$ cat src/rtl/spi_controller.sv
// Write-only SPI (mode 0) controller: sends one 16-bit frame {1, addr[6:0], data[7:0]} per accepted start.
// Optional address range check is compiled in with SPI_CONTROLLER_ADDR_CHECK_EN.
module spi_controller #(
  parameter int CLK_DIV = 4,
  parameter int CS_GAP  = 2
) (
  input  logic       clk,
  input  logic       rst,
  input  logic       start,
  input  logic [6:0] wr_addr,
  input  logic [7:0] wr_data,
  output logic       busy,
  output logic       done,
  output logic       err,
  output logic       SCLK,
  output logic       COPI,
  output logic       nCS
);

  typedef enum logic [2:0] {IDLE, SETUP, SHIFT, HOLD, GAP} state_t;

  localparam logic [7:0] DIV_LAST = 8'(CLK_DIV - 1);
  localparam logic [7:0] GAP_LAST = 8'(CS_GAP - 1);

  state_t      state_reg, state_next;
  logic [7:0]  cnt_reg, cnt_next;
  logic [4:0]  bit_reg, bit_next;
  logic [15:0] frame_reg, frame_next;
  logic        sclk_reg, sclk_next;
  logic        copi_reg, copi_next;
  logic        ncs_reg, ncs_next;
  logic        busy_reg, busy_next;
  logic        done_reg, done_next;
  logic        err_reg, err_next;
  logic        addr_bad;

`ifdef SPI_CONTROLLER_ADDR_CHECK_EN
  assign addr_bad = (wr_addr > 7'h04);
`else
  assign addr_bad = 1'b0;
`endif

  always_ff @(posedge clk) begin
    if (rst) begin
      state_reg <= IDLE;
      cnt_reg   <= '0;
      bit_reg   <= '0;
      frame_reg <= '0;
      sclk_reg  <= 1'b0;
      copi_reg  <= 1'b0;
      ncs_reg   <= 1'b1;
      busy_reg  <= 1'b0;
      done_reg  <= 1'b0;
      err_reg   <= 1'b0;
    end else begin
      state_reg <= state_next;
      cnt_reg   <= cnt_next;
      bit_reg   <= bit_next;
      frame_reg <= frame_next;
      sclk_reg  <= sclk_next;
      copi_reg  <= copi_next;
      ncs_reg   <= ncs_next;
      busy_reg  <= busy_next;
      done_reg  <= done_next;
      err_reg   <= err_next;
    end
  end

  always_comb begin
    state_next = state_reg;
    cnt_next   = cnt_reg;
    bit_next   = bit_reg;
    frame_next = frame_reg;
    sclk_next  = sclk_reg;
    copi_next  = copi_reg;
    ncs_next   = ncs_reg;
    busy_next  = busy_reg;
    done_next  = 1'b0;
    err_next   = 1'b0;
    unique case (state_reg)
      IDLE: begin
        if (start) begin
          if (addr_bad) begin
            err_next = 1'b1;
          end else begin
            state_next = SETUP;
            frame_next = {1'b1, wr_addr, wr_data};
            cnt_next   = '0;
            bit_next   = '0;
            ncs_next   = 1'b0;
            sclk_next  = 1'b0;
            copi_next  = 1'b1;
            busy_next  = 1'b1;
          end
        end
      end
      SETUP: begin
        if (cnt_reg == DIV_LAST) begin
          state_next = SHIFT;
          cnt_next   = '0;
          sclk_next  = 1'b1;
        end else begin
          cnt_next = cnt_reg + 8'd1;
        end
      end
      SHIFT: begin
        if (cnt_reg == DIV_LAST) begin
          cnt_next = '0;
          if (sclk_reg) begin
            // Falling edge: bit_reg counts completed periods; present the next bit.
            sclk_next = 1'b0;
            bit_next  = bit_reg + 5'd1;
            if (bit_reg != 5'd15)
              copi_next = frame_reg[4'd14 - bit_reg[3:0]];
          end else if (bit_reg == 5'd16) begin
            state_next = HOLD;
          end else begin
            sclk_next = 1'b1;
          end
        end else begin
          cnt_next = cnt_reg + 8'd1;
        end
      end
      HOLD: begin
        if (cnt_reg == DIV_LAST) begin
          state_next = GAP;
          cnt_next   = '0;
          ncs_next   = 1'b1;
          copi_next  = 1'b0;
        end else begin
          cnt_next = cnt_reg + 8'd1;
        end
      end
      GAP: begin
        if (cnt_reg == GAP_LAST) begin
          state_next = IDLE;
          cnt_next   = '0;
          busy_next  = 1'b0;
          done_next  = 1'b1;
        end else begin
          cnt_next = cnt_reg + 8'd1;
        end
      end
      default: state_next = IDLE;
    endcase
  end

  assign busy = busy_reg;
  assign done = done_reg;
  assign err  = err_reg;
  assign SCLK = sclk_reg;
  assign COPI = copi_reg;
  assign nCS  = ncs_reg;

endmodule

$ cat config.mk
export PLATFORM = sky130hd
export DESIGN_NAME = spi_controller
export DESIGN_NICKNAME = d
export VERILOG_FILES = /design/src/rtl/spi_controller.sv
export SDC_FILE = /design/constraint.sdc
export NUM_CORES = 1
export LEC_CHECK = 0
export CELL_PAD_IN_SITES_DETAIL_PLACEMENT = 1
export CELL_PAD_IN_SITES_GLOBAL_PLACEMENT = 1
export CORE_MARGIN = 5
export CORE_UTILIZATION = 37
export CTS_CLUSTER_DIAMETER = 100
export DETAILED_ROUTE_END_ITERATION = 10
export PLACE_DENSITY = 0.73
export SETUP_SLACK_MARGIN = 0.3
export SLEW_MARGIN = 20
export SYNTH_ARGS = -nofsm -noshare
export SYNTH_HDL_FRONTEND = slang
export SYNTH_SLANG_ARGS = --single-unit
$ cat constraint.sdc
create_clock -name clk -period 2.2 [get_ports clk]
set_clock_uncertainty 0.15 [all_clocks]
set_input_delay 0.44 -clock clk [delete_from_list [all_inputs] [get_ports clk]]
set_output_delay 0.44 -clock clk [all_outputs]
set_load 0.01 [all_outputs]
==> run summary, run 1 <==
Worst Path Required: 2.22 ns
Yosys top cell area share: 38.9%
Flop2flop setup slack: 0.28 ns
CTS Root Cell: clkbuf_8
Final hold slack: 0.306 ns
Yosys cell types: 47
PortBufs: 22
Clock tree buffer depth: 2
Max H-tree Level: 2
WL final: 4990 um
VDD IR max: 320 uV
Crit path launch type: register
Clock Power Share: 40.2%
Pin count of the biggest net entering global routing: 18
Combinational share of power: 14.3%
Largest family of logic cells by synthesized area: simple AND/OR/NAND/NOR gates
Final setup vio count: 0
Hold Startpoint: frame_reg[2]$_SDFFE_PP0P_
Via Count: 1,720
Starting Density: 37.7%
Synth area leaders: dfxtp_1, nand2_1, a21oi_1
DP HPWL: 3260 um
Worst-path fanout max: 6
Crit-path slowest cell: nor4_4
Final ANT Viol Nets: 0
GRT Util Overall: 15.6%
Initial DRC Count: 36
Psw: 391 uW
Residual DRC: 0
Hold Path Depth: 2
Most instantiated cells after synthesis: nand2_1, dfxtp_1, a21oi_1, nor2_1, nand3_1
CTS buffer count: 5
CTS tree: built
Min setup slack post-route: 0.284 ns
Count leader, synth: nand2_1
Fin. max-slew vios: 0
FF-to-FF Start: cnt_reg[5]$_SDFFE_PP0P_
Final hold vios: 0
Seq/Total Area, Yosys: 38.9%
P_int: 1190 uW
Peak per-stage delay on the critical path: 0.39 ns
Final Cycle Share: 87.1%
Hold endpoint: frame_reg[2]$_SDFFE_PP0P_
Critical path buffers and inverters: 1
Setup TNS: 0 ns
Max reg flops: 16
Vias per cell: 5.18
Seq cells post-synth: 37
Die ar.: 6680 um^2
Sw Share: 24.8%
Worst path cell trace: nor4_4 > a311o_1 > o31ai_4 > buf_12 > a41oi_1 > a311oi_1
First-pass GRT wire length: 7980 um
EDFF count, synth: 0
Syn Std Cell Area: 1900 um^2
Pleak: 0.000934 uW
Average wire per standard cell: 15.0 um
Clock Pin Slew Worst Setup and Hold Paths: 0.08 ns
Max-cap viol count: 0
Simple-gate area share of the yosys netlist: 25.2%
Most common flop cell mapped by yosys: dfxtp_1
R2R cell count: 6
Gr ovfl total: 0
Critical Path End Type: register
Initial antenna violation count: 0
Power per standard cell area: 623 nW/um^2
Adder-Cell Fraction of Synth Area: 3.29%
Synth async-reset ratio: 0%
Mean Syn Cell Area: 8.46 um^2
Core footprint: 5040 um^2
Top delay family on crit path: compound AO/OA/AOI/OAI gates
Gpl congestion: 0.731
Fraction of layout cells with a size suffix above 1: 24.8%
Area Growth Syn to Fin: 33.1%
Layout Nets: 284
FMAX: 0.522 GHz
I/O Pins: 24
Post-synthesis compound-gate area fraction: 19.7%
Place WS: 0.143 ns
RR Endpoint: cnt_reg[7]$_SDFFE_PP0P_
Fin crit period: 1.92 ns
Syn Nets: 248
CTS sink cnt: 37
Clock Latency Late Sink: 0.29 ns
Synth warnings: 0
Die height: 81.7 um
Vias in the first global route: 1,659
Crit Path Category: register to register
Synth Area in XOR/XNOR: 1.38%
Status: complete, no violations
Mux cell area share after synthesis: 5.26%
Seq pwr share: 45.6%
Worst Hold Class: register to register
Drt pass-1 iters: 4
RSZ-0062 raised after global routing: yes
Site Rows: 26
Die width: 81.7 um
Ant. Diodes: 0
CP arrival: 1.94 ns
Synth area leader: dfxtp_1
Cell count after synthesis: 225
==> worst max path at each step <==
stage | end | slack [ns] | cells past startpoint | from
final | cnt_reg[7]$_SDFFE_PP0P_ | 0.28 | 6 | cnt_reg[5]$_SDFFE_PP0P_
after detailed placement | bit_reg[3]$_SDFFE_PP0P_ | 0.14 | 5 | start
after global placement | bit_reg[3]$_SDFFE_PP0P_ | 0.18 | 5 | start
after global routing | cnt_reg[7]$_SDFFE_PP0P_ | 0.21 | 6 | cnt_reg[5]$_SDFFE_PP0P_
after floorplan | COPI$_SDFFE_PP0P_ | 0.27 | 7 | bit_reg[0]$_SDFFE_PP0P_
after CTS | COPI$_SDFFE_PP0P_ | 0.30 | 6 | bit_reg[1]$_SDFFE_PP0P_
==> layout by cell type (no fill, tap or decap), drive strengths merged, types with 7 or more instances in the layout <==
| cell | Yosys | routed |
|---|---|---|
| a21oi | 28 | 28 |
| buf | 9 | 21 |
| clkbuf | 6 | 7 |
| clkdlybuf4s50 | 0 | 22 |
| dfxtp | 37 | 37 |
| nand2 | 40 | 40 |
| nand2b | 7 | 7 |
| nand3 | 13 | 13 |
| nor2 | 14 | 14 |
| nor3 | 8 | 8 |
==> per-layer routing <==
metal,track usage (%),up-vias,routed length (um)
li1,-,871,-
met1,21.1,821,2430
met2,24.6,21,2360
met3,2.30,7,123
met4,6.98,0,78
met5,0,-,0
==> what timing repair did <==
item / 4_1_cts / 5_1_grt
cloned: 0 / 1
hold buffers: 0 / 0
pin swaps: 3 / 14
setup buffers: 4 / 2
endpoints found under the setup margin: 7 / 13
gates resized for setup: 6 / 26
==> logic make-up after synthesis <==
logic type / count (synthesis)
other cells: 1
flops: 37
simple gates: 97
fa+ha+maj: 5
compound gates: 57
buf+inv: 20
mux: 5
xor+xnor: 3
==> per-stage QoR <==
stage / cell area (um^2) / util (%) / total power (uW) / cells
after global placement: 2240 / 44.4 / 924 / 317
after floorplan: 1920 / - / 844 / 225
after CTS: 2420 / 47.9 / 1560 / 329
after global routing: 2530 / 50.2 / 1650 / 332
final: 2530 / 50.2 / 1580 / 332
after detailed placement: 2240 / 44.4 / 927 / 317
==> cell type report <==
| cell class | count | area [um^2] |
|---|---|---|
| Clock buffer | 6 | 82.6 |
| Clock inverter | 2 | 37.5 |
| Fill cell | 592 | 2510 |
| Inverter | 5 | 21.3 |
| Multi-Input combinational cell | 168 | 1120 |
| Sequential cell | 37 | 764 |
| Tap cell | 70 | 87.6 |
| Timing Repair Buffer | 44 | 423 |
==> power groups by stage <==
stage          combinational, uW  clock [uW]  sequential (uW)
2_1_floorplan                112           0              733
3_3_place_gp                 188           0              735
4_1_cts                      200         645              719
5_1_grt                      248         675              722
6_report                     225         633              719
3_5_place_dp                 190           0              736
==> tightest hold or removal path, cell delays in order, from the launching register on <==
cell	delay, ns
dfxtp_1	0.31
nand2_1	0.05
a21oi_1	0.05
Power figures use the tool's default switching activity.
==> inputs of run 2 (changes only) <==
--- a/config.mk
+++ b/config.mk
@@ -8,10 +8,11 @@
 export CELL_PAD_IN_SITES_DETAIL_PLACEMENT = 1
 export CELL_PAD_IN_SITES_GLOBAL_PLACEMENT = 1
 export CORE_MARGIN = 5
-export CORE_UTILIZATION = 37
+export CORE_UTILIZATION = 41
+export CTS_BUF_LIST = sky130_fd_sc_hd__clkbuf_16
 export CTS_CLUSTER_DIAMETER = 100
 export DETAILED_ROUTE_END_ITERATION = 10
-export PLACE_DENSITY = 0.73
+export PLACE_DENSITY = 0.77
 export SETUP_SLACK_MARGIN = 0.3
 export SLEW_MARGIN = 20
 export SYNTH_ARGS = -nofsm -noshare
==> constraint.sdc (replaced) <==
create_clock -name clk -period 1.9 [get_ports clk]
set_clock_uncertainty 0.15 [all_clocks]
set_input_delay 0.38 -clock clk [delete_from_list [all_inputs] [get_ports clk]]
set_output_delay 0.38 -clock clk [all_outputs]
set_load 0.01 [all_outputs]
==> run summary, run 2 (synthesized netlist as in run 1, its figures left out) <==
Drt pass-1 iters: 4 (unchanged)
Finished Core Util: 66.4% (was 50.2%)
Site Rows: 24 (was 26)
Fin. max-slew vios: 0 (unchanged)
Final ANT Viol Nets: 0 (unchanged)
Status: finished with violations (was complete, no violations)
Pin count of the biggest net entering global routing: 19 (was 18)
Peak per-stage delay on the critical path: 0.51 ns (was 0.39 ns)
Worst Path Required: 1.92 ns (was 2.22 ns)
Gr ovfl total: 0 (unchanged)
Clock Pin Slew Worst Setup and Hold Paths: 0.06 ns (was 0.08 ns)
Post-Layout Cell Count: 336 (was 332)
Fraction of layout cells with a size suffix above 1: 40.8% (was 24.8%)
Pleak: 0.00111 uW (was 0.000934 uW)
CTS sink cnt: 37 (unchanged)
Layout Nets: 306 (was 284)
Crit Path Category: register to register (unchanged)
Area Growth Syn to Fin: 54.0% (was 33.1%)
Via Count: 2,035 (was 1,720)
Placement Cell Area: 2340 um^2 (was 2240 um^2)
Most frequent cells in the layout: nand2_1, buf_4, dfxtp_1, a21oi_1, clkdlybuf4s50_1 (was nand2_1, a21oi_1, dfxtp_1, clkdlybuf4s50_1, buf_4)
Placed Cells: 313 (was 317)
Starting Density: 43.1% (was 37.7%)
PortBufs: 22 (unchanged)
Failing checks: negative setup slack
Power per standard cell area: 743 nW/um^2 (was 623 nW/um^2)
Average wire per standard cell: 23.1 um (was 15.0 um)
Clock tree buffer depth: 2 (unchanged)
Gpl congestion: 0.799 (was 0.731)
Slew at the pin closest to its max-slew limit: 0.568 ns
Min setup slack post-route: -0.119 ns (was 0.284 ns)
Critical Path End Type: register (unchanged)
Residual DRC: 0 (unchanged)
Crit path launch type: register (unchanged)
Commonest non-fill, non-tap cell in the layout: nand2_1 (unchanged)
Max H-tree Level: 2 (unchanged)
Place WS: -0.207 ns (was 0.143 ns)
CTS tree: built (unchanged)
Worst rel slew slack: 62.1%
Initial antenna violation count: 0 (unchanged)
Max-cap viol count: 0 (unchanged)
Final hold vios: 0 (unchanged)
Core footprint: 4410 um^2 (was 5040 um^2)
Ant. Diodes: 0 (unchanged)
Worst path cell trace: inv_2 > ha_4 > mux4_2 > mux2i_2 > o211ai_1 > a32o_1 (was nor4_4 > a311o_1 > o31ai_4 > buf_12 > a41oi_1 > a311oi_1)
First-pass GRT wire length: 9730 um (was 7980 um)
Crit-path slowest cell: mux4_2 (was nor4_4)
WL final: 7750 um (was 4990 um)
Worst-path fanout max: 3 (was 6)
Initial DRC Count: 105 (was 36)
CTS buffer count: 5 (unchanged)
Vias in the first global route: 1,993 (was 1,659)
I/O Pins: 24 (unchanged)
RSZ-0062 raised after global routing: yes (unchanged)
Vias per cell: 6.06 (was 5.18)
Die height: 78.1 um (was 81.7 um)
Worst Hold Class: register to register (unchanged)
Fill cell count: 480 (was 592)
Final setup vio count: 6 (was 0)
Fin area: 2930 um^2 (was 2530 um^2)
CP arrival: 2.04 ns (was 1.94 ns)
Clock Latency Late Sink: 0.29 ns (about the same)
Max reg flops: 16 (unchanged)
GRT Util Overall: 19.7% (was 15.6%)
VDD IR max: 659 uV (was 320 uV)
Final Cycle Share: 106% (was 87.1%)
FMAX: 0.495 GHz (was 0.522 GHz)
Setup TNS: -0.188 ns (was 0 ns)
CTS Root Cell: clkbuf_16 (was clkbuf_8)
Die ar.: 6100 um^2 (was 6680 um^2)
Fin crit period: 2.02 ns (was 1.92 ns)
Die width: 78.1 um (was 81.7 um)
DP HPWL: 3770 um (was 3260 um)
-- run 2: cell count changes in the layout (fill, tap and decap cells not counted), sizes merged --
cell and delta:
buf +23, clkinv +1, clkbuf -2, dlygate4sd2 +5, clkdlybuf4s50 -6, dlymetal6s2s +1
-- run 2: layout make-up --
class	count	area [um^2]	share of cell area, %
Inverter	5	21.3	0.726
Clock buffer	5	125	4.27
Sequential cell	37	754	25.7
Timing Repair Buffer	66	622	21.2
Clock inverter	3	46.3	1.58
Tap cell	52	65.1	2.22
Multi-Input combinational cell	168	1300	44.3
-- run 2: critical path: cells and delay by family, from the launching register on --
family | cells | cell delay [ns]
buffers and inverters | 1 | 0.06
flip-flops | 1 | 0.36
AO/OA/AOI/OAI | 2 | 0.36
multiplexers | 2 | 0.69
adder cells (fa/ha/maj) | 1 | 0.29
-- run 2: power by group --
group | switching, uW | internal (uW) | total [uW]
sequential | 26.8 | 811 | 837
combinational | 180 | 175 | 355
clock | 364 | 622 | 986
total | 571 | 1610 | 2180
-- run 2: worst paths after layout --
path	startpoint	endpoint	slack (ns)	cells past startpoint
max reg2reg	bit_reg[0]$_SDFFE_PP0P_	COPI$_SDFFE_PP0P_	-0.12	6
min reg2reg	frame_reg[13]$_SDFFE_PP0P_	frame_reg[13]$_SDFFE_PP0P_	0.31	2
min	frame_reg[13]$_SDFFE_PP0P_	frame_reg[13]$_SDFFE_PP0P_	0.31	2
max	bit_reg[0]$_SDFFE_PP0P_	COPI$_SDFFE_PP0P_	-0.12	6
-- run 2: through the flow --
stage	hold slack, ns	total power [uW]
2_1_floorplan	0.283	981
3_3_place_gp	0.291	1070
3_5_place_dp	0.299	1080
4_1_cts	0.307	2080
5_1_grt	0.339	2250
6_report	0.314	2180
-- run 2: timing repair --
item                                    CTS  global route
gates cloned                              1             1
hold buffers                              0             0
endpoints found under the setup margin   32            29
pin swaps                                10            24
setup buffers                             4             9
gates resized for setup                  22            54
-- run 2: routing by layer --
metal,global-route usage (%),wire (um),part of all wire (%)
met1,24.6,3270,42
met2,33.9,4080,53
met3,4.23,276,3.6
met4,6.08,118,1.5
met5,0,0,0
